## config.mk

```make
export PLATFORM = sky130hd
export DESIGN_NAME = i2c_slave_byte_ctrl
export DESIGN_NICKNAME = d
export VERILOG_FILES = /design/src/rtl/i2c_slave_byte_ctrl.sv
export SDC_FILE = /design/constraint.sdc
export NUM_CORES = 1
export LEC_CHECK = 0
export ABC_AREA = 0
export CAP_MARGIN = 20
export CELL_PAD_IN_SITES_DETAIL_PLACEMENT = 1
export CELL_PAD_IN_SITES_GLOBAL_PLACEMENT = 2
export CORE_ASPECT_RATIO = 1.4
export CORE_UTILIZATION = 35
export CTS_BUF_LIST = sky130_fd_sc_hd__clkbuf_4 sky130_fd_sc_hd__clkbuf_8
export DETAILED_ROUTE_END_ITERATION = 8
export PLACE_DENSITY_LB_ADDON = 0.1
export SYNTH_ARGS = -nofsm -noshare
export SYNTH_HDL_FRONTEND = slang
export SYNTH_SLANG_ARGS = --single-unit
```

## constraint.sdc

```tcl
create_clock -name pclk -period 4.9 [get_ports pclk]
set_input_delay 0.98 -clock pclk [delete_from_list [all_inputs] [get_ports pclk]]
set_output_delay 0.98 -clock pclk [all_outputs]
set_load 0.02 [all_outputs]
```

## src/rtl/i2c_slave_byte_ctrl.sv

```systemverilog
// I2C slave byte-level controller.
// Tracks address, write and read phases from pre-synchronised SCL/SDA events,
// drives the SDA pull-down for ACK and read data, and steers an external
// 4-bit bit counter through counter_en / counter_clr.
module i2c_slave_byte_ctrl #(
    parameter logic [6:0] SLAVE_ADDR = 7'h48
) (
    input  logic       pclk,
    input  logic       presetn,
    input  logic       scl_rise,
    input  logic       scl_fall,
    input  logic       start_det,
    input  logic       stop_det,
    input  logic       sda_in,
    input  logic       tx_eq8,
    input  logic [7:0] tx_data,
    output logic       counter_en,
    output logic       counter_clr,
    output logic       sda_oe,
    output logic [7:0] rx_data,
    output logic       rx_valid,
    output logic       tx_req,
    output logic       busy
);

    typedef enum logic [2:0] {
        IDLE     = 3'd0,
        ADDR     = 3'd1,
        ADDR_ACK = 3'd2,
        WR_DATA  = 3'd3,
        WR_ACK   = 3'd4,
        RD_DATA  = 3'd5,
        RD_ACK   = 3'd6
    } state_t;

    state_t     r_state, w_state_nxt;
    logic [7:0] r_shift, w_shift_nxt;
    logic       r_rw, w_rw_nxt;
    logic       r_ack, w_ack_nxt;
    logic       r_sda_oe, w_sda_oe_nxt;
    logic [7:0] r_rx_data, w_rx_data_nxt;
    logic       r_rx_valid, w_rx_valid_nxt;
    logic       w_cnt_en, w_cnt_clr, w_tx_req;

    // State and datapath registers; reset aborts any transfer in flight.
    always_ff @(posedge pclk or negedge presetn) begin
        if (!presetn) begin
            r_state    <= IDLE;
            r_shift    <= 8'h00;
            r_rw       <= 1'b0;
            r_ack      <= 1'b0;
            r_sda_oe   <= 1'b0;
            r_rx_data  <= 8'h00;
            r_rx_valid <= 1'b0;
        end else begin
            r_state    <= w_state_nxt;
            r_shift    <= w_shift_nxt;
            r_rw       <= w_rw_nxt;
            r_ack      <= w_ack_nxt;
            r_sda_oe   <= w_sda_oe_nxt;
            r_rx_data  <= w_rx_data_nxt;
            r_rx_valid <= w_rx_valid_nxt;
        end
    end

    // Next-state and control decode: STOP beats START beats SCL edges.
    always_comb begin
        w_state_nxt    = r_state;
        w_shift_nxt    = r_shift;
        w_rw_nxt       = r_rw;
        w_ack_nxt      = r_ack;
        w_sda_oe_nxt   = r_sda_oe;
        w_rx_data_nxt  = r_rx_data;
        w_rx_valid_nxt = 1'b0;
        w_cnt_en       = 1'b0;
        w_cnt_clr      = 1'b0;
        w_tx_req       = 1'b0;
        if (stop_det) begin
            w_state_nxt  = IDLE;
            w_cnt_clr    = 1'b1;
            w_sda_oe_nxt = 1'b0;
        end else if (start_det) begin
            w_state_nxt  = ADDR;
            w_cnt_clr    = 1'b1;
            w_sda_oe_nxt = 1'b0;
        end else begin
            case (r_state)
                IDLE: ;
                ADDR: begin
                    if (scl_rise) begin
                        w_shift_nxt = {r_shift[6:0], sda_in};
                        w_cnt_en    = 1'b1;
                    end else if (scl_fall && tx_eq8) begin
                        w_cnt_clr = 1'b1;
                        if (r_shift[7:1] == SLAVE_ADDR) begin
                            w_state_nxt  = ADDR_ACK;
                            w_sda_oe_nxt = 1'b1;
                            w_rw_nxt     = r_shift[0];
                        end else begin
                            w_state_nxt  = IDLE;
                            w_sda_oe_nxt = 1'b0;
                        end
                    end
                end
                ADDR_ACK: begin
                    if (scl_fall) begin
                        if (r_rw) begin
                            // First read byte: put its MSB on the bus right away.
                            w_state_nxt  = RD_DATA;
                            w_tx_req     = 1'b1;
                            w_shift_nxt  = tx_data;
                            w_sda_oe_nxt = ~tx_data[7];
                        end else begin
                            w_state_nxt  = WR_DATA;
                            w_sda_oe_nxt = 1'b0;
                        end
                    end
                end
                WR_DATA: begin
                    if (scl_rise) begin
                        w_shift_nxt = {r_shift[6:0], sda_in};
                        w_cnt_en    = 1'b1;
                    end else if (scl_fall && tx_eq8) begin
                        w_rx_data_nxt  = r_shift;
                        w_rx_valid_nxt = 1'b1;
                        w_cnt_clr      = 1'b1;
                        w_state_nxt    = WR_ACK;
                        w_sda_oe_nxt   = 1'b1;
                    end
                end
                WR_ACK: begin
                    if (scl_fall) begin
                        w_sda_oe_nxt = 1'b0;
                        w_state_nxt  = WR_DATA;
                    end
                end
                RD_DATA: begin
                    if (scl_rise) begin
                        w_cnt_en = 1'b1;
                    end else if (scl_fall) begin
                        if (tx_eq8) begin
                            w_cnt_clr    = 1'b1;
                            w_sda_oe_nxt = 1'b0;
                            w_state_nxt  = RD_ACK;
                        end else begin
                            w_shift_nxt  = {r_shift[6:0], 1'b0};
                            w_sda_oe_nxt = ~r_shift[6];
                        end
                    end
                end
                RD_ACK: begin
                    if (scl_rise) begin
                        w_ack_nxt = sda_in;
                    end else if (scl_fall) begin
                        if (!r_ack) begin
                            w_state_nxt  = RD_DATA;
                            w_tx_req     = 1'b1;
                            w_shift_nxt  = tx_data;
                            w_sda_oe_nxt = ~tx_data[7];
                        end else begin
                            w_state_nxt  = IDLE;
                            w_sda_oe_nxt = 1'b0;
                        end
                    end
                end
                default: begin
                    w_state_nxt  = IDLE;
                    w_sda_oe_nxt = 1'b0;
                end
            endcase
        end
    end

    // Pulse outputs are forced low while reset is held; clear beats increment.
    assign counter_en  = presetn & w_cnt_en & ~w_cnt_clr;
    assign counter_clr = presetn & w_cnt_clr;
    assign tx_req      = presetn & w_tx_req;
    assign sda_oe      = r_sda_oe;
    assign rx_data     = r_rx_data;
    assign rx_valid    = r_rx_valid;
    assign busy        = (r_state != IDLE);

endmodule

```

==> Yosys cells after proc, flatten, opt, wreduce, memory -nomap -nowiden <==
Cells that the tools add are included.
W data, S select, Z words.
{ "op_classes": {"mux": 67, "eq_ne": 28, "n_bitwise": 10, "n_reduce_logical": 12} }
{ "ops": {"columns": ["operator", "count"], "rows": [
  ["$mux W8", 9],
  ["$mux W3", 15],
  ["$ne A4 B4 Y1 const B", 11],
  ["$mux W1", 37],
  ["$pmux W8 S4", 1],
  ["$reduce_and A12 Y1", 2],
  ["$pmux W3 S7", 1],
  ["$ne A2 B2 Y1 const B", 8],
  ["$reduce_and A11 Y1", 1],
  ["$eq A3 B3 Y1 const B", 3],
  ["$eq A7 B7 Y1 const B", 1],
  ["$pmux W1 S7", 1],
  ["$eq A3 B2 Y1 const B", 2],
  ["$not A1 Y1", 6],
  ["$reduce_and A6 Y1", 1],
  ["$reduce_and A5 Y1", 1],
  ["$and A1 B1 Y1", 4],
  ["$pmux W1 S2", 2],
  ["$reduce_and A4 Y1", 1],
  ["$reduce_bool A4 Y1", 1],
  ["$eq A3 B1 Y1 const B", 1],
  ["$logic_not A3 Y1", 1],
  ["$ne A3 B3 Y1 const B", 1],
  ["$reduce_bool A3 Y1", 1],
  ["other kinds (5)", 5]
]} }
{ "totals": {"word_cells": 124, "in_bits": 16, "ff_bits": 23, "out_inout_bits": 14} }

==> Logic depth before layout (Yosys ltp) <==
{ "logic_depth": {"depth_word": 8, "ltp_mapped": 7} }

==> Worst setup path after synthesis <==
No wires, ideal clock.
{ "synth_timing": {"path_type": "input to output", "from": "input port stop_det", "to": "output port counter_en", "t_required_ns": 3.920, "path_stages": 3, "n_path_buf": 0, "arrival_ns": 1.772, "slack_ns": 2.148, "path_cell_list": "nor2_2 > nand2_1 > nor3_1"} }
{ "synth_between": {"elab_chain_len": 3, "word_cells_on_any_way": 5, "classes_between": "mux: 2; bitwise: 3"} }
{ "synth_lines": {"columns": ["item", "line_no", "text"], "rows": [
  ["start: declaration", "13", "input logic stop_det,"],
  ["$mux W1", "78", "if (stop_det) begin"],
  ["$and A1 B1 Y1 or $not A1 Y1 (tied branches)", "175", "assign counter_en = presetn & w_cnt_en & ~w_cnt_clr;"],
  ["$and A1 B1 Y1 *", "175", null],
  ["end: declaration", "17", "output logic counter_en,"]
]} }
Mark *: on every way between the ends. The rest lies on a longest branch, timed or not.

==> Worst setup path after layout <==
Same ends and word-level chain as after synthesis.

==> qor.csv <==
metric,value,unit
tns,0,ps
die_w,56.96,um
power_density,250.9,nW/um^2
wl_per_cell,17.29,um
postCtsSetupRepairBufs,0,
mostFrequentLayoutCells,"nand2_1, clkdlybuf4s50_1, dfrtp_1",
drive_gt1_share,21.84,%
drcViolationCount,2,
syn_to_final_growth,21.22,%
grt.total_usage,18.18,%
synth.top_cell.area_share,38.88,%
nets,191,
hold_class,reg2reg,
grt_pass1_wl,6210,um
overflow,0,
tightest_slew,674.3,ps
finalHoldViolations,0,
synth_area_per_cell,10.00,sq um
initial_core_util,37.13,%
crit_fanout,8,
clk_latency,270,ps
htreeDepth,1,
cts_made_buffers,3,
cts_tree,done,
slew_headroom,55.05,%
clockBufferDepth,2,
skew,11.30,ps
die_y,78.95,um
synth_area_leaders,"dfrtp_1, mux2_4, nand2_1",
drt.antenna.violating_nets,0,
cp_top_family,buffers and inverters,
synth_top_cell_by_area,dfrtp_1,
row_count,27,
final.min_clock_period,3729,ps
grt_pass1_vias,1215,
syn_area,1480,sq um
hold_buffers,0,
routed-via-count,1203,
drt-initial-drc-count,48,
synthFlopType,dfrtp_1,
insertedDiodeCount,0,
critPathRequiredTime,3920,ps
violations,DRC,
report.final.slew_viol_count,0,
clockRootBuffer,clkbuf_8,
setup_violations,0,
wl,3752,um
ys.warnings.count,0,
syn_nets,164,
cp.arrival,2750,ps
hp-start,rx_data[0],
fill_cells,466,
worst-path-buf-inv,2,
syn-instance-count,148,
end_kind,primary output,
rsz0062_at_grt,no,
fmax,0.2682,GHz
crit_slowest_cell,clkdlybuf4s50_1,
ys_ff_latch,23,
antenna_found_initial,0,
yosysUniqueCellTypes,48,
fin_crit_sh,76.10,%
postSynth.asyncResetShare,100.0,%
crit_chain,clkdlybuf4s50_1 > nor2_2 > nand2_1 > nor3_1 > clkdlybuf4s50_1,
grt_max_degree,26,
slowest_delay,640,ps
dp_cells,213,
yosysSeqAreaShare,38.88,%
reg2reg_from,r_state[1],
startpoint,stop_det,
avgViaCountPerCell,5.544,
fin_cells,217,
worst-setup-path-type,in2out,
dp_hpwl,2864,um
p_leak,0.7998,nW
dpl_cell_area,1745,sq um
gp_congestion,0.8735,
synth_edf_count,0,
worst_setup_path_start_kind,input pin,
ir_drop,0.1517,mV
crit_top_cell,clkdlybuf4s50_1,
drt-pass1-iter-count,6,
fp.dieArea,4497,sq um
ios,30,
stdcell_area,1794,sq um
final_common_cell,nand2_1,
core,3986,sq um
clock-sinks,23,
status,finished with violations,
cts_resized,0,
drv_cap,0,
port_buffers,29,
clkTransAtPathRegs,90,ps
[metrics by stage]
step | hold slack, ps | total power [mW] | setup WS (ps) | util, %
finish | 514.5 | 0.4501 | 1171 | 45.01
global route | 534.9 | 0.4736 | 1086 | 45.01
CTS | 520.4 | 0.4574 | 1178 | 45.01
detailed placement | 497.8 | 0.3342 | 1179 | 43.79
global placement | 492.1 | 0.3322 | 1199 | 43.79
floorplan | 491.3 | 0.2948 | 2148 | -
[Yosys cell counts, types with 2 or more instances]
cell      number
buf_6          3
nor2_2         2
dfrtp_1       23
o31ai_1        2
mux2_4         8
nor2_1         5
a21oi_1        8
clkbuf_8       2
mux2_2        10
buf_2          2
nand2_1       31
a211o_1        2
nand3_1        2
o22ai_1        2
and2b_4        2
nor3_1         2
o211ai_1       3
o21ai_0        6
o32ai_1        2
inv_1          3
[logic make-up (layout without fill, tap and decap cells)]
kind of cell              Yosys count  in the layout  share of synthesized area, %
muxes                              20             20                         17.16
AOI/OAI and AO/OA                  33             33                         14.88
and+or+nand+nor                    57             57                         20.71
buffers and inverters              14             40                         7.777
DFF                                23             23                         38.88
xor gates and xnor gates            1              1                        0.5918
[final cells by class]
cell class,instances,area [sq um],area share [%]
Clock buffer,3,41.29,2.301
Clock inverter,1,7.507,0.4184
Inverter,5,21.27,1.185
Multi-Input combinational cell,111,789.5,44.00
Sequential cell,23,575.6,32.08
Tap cell,43,53.80,2.999
Timing Repair Buffer,31,305.3,17.02
[metal layers]
metal	track usage, %	vias up	part of all wire (%)	routed length, um
li1	-	578	-	-
met3	2.117	7	2.2	81
met5	0	-	0	0
met2	32.47	22	54	2044
met4	5.854	0	1.5	58
met1	22.47	596	42	1567
[flip-flops by register name, indices dropped and copies added, names as in the netlist]
| name | cells |
|---|---|
| r_rw | 1 |
| rx_valid | 1 |
| rx_data | 8 |
| r_state | 3 |
| r_shift | 8 |
| r_ack | 1 |
| sda_oe | 1 |
[path summary, 6_finish.rpt]
check / slack (ps) / depth (start not counted) / to
min in group asynchronous: 1070 / 2 / rx_data[1]
max in group asynchronous: 3570 / 2 / r_shift[7]
hold / removal: 510 / 1 / rx_data[0]
setup / recovery: 1170 / 5 / counter_en
setup reg to reg: 2710 / 5 / r_shift[5]
hold reg to reg: 510 / 1 / rx_data[0]
[where the power goes]
group,internal [mW],switching [mW]
sequential,0.210,0.0303
combinational,0.0533,0.0351
clock,0.0575,0.0642
total,0.320,0.130
No activity file was read; power rests on OpenSTA's default activity.
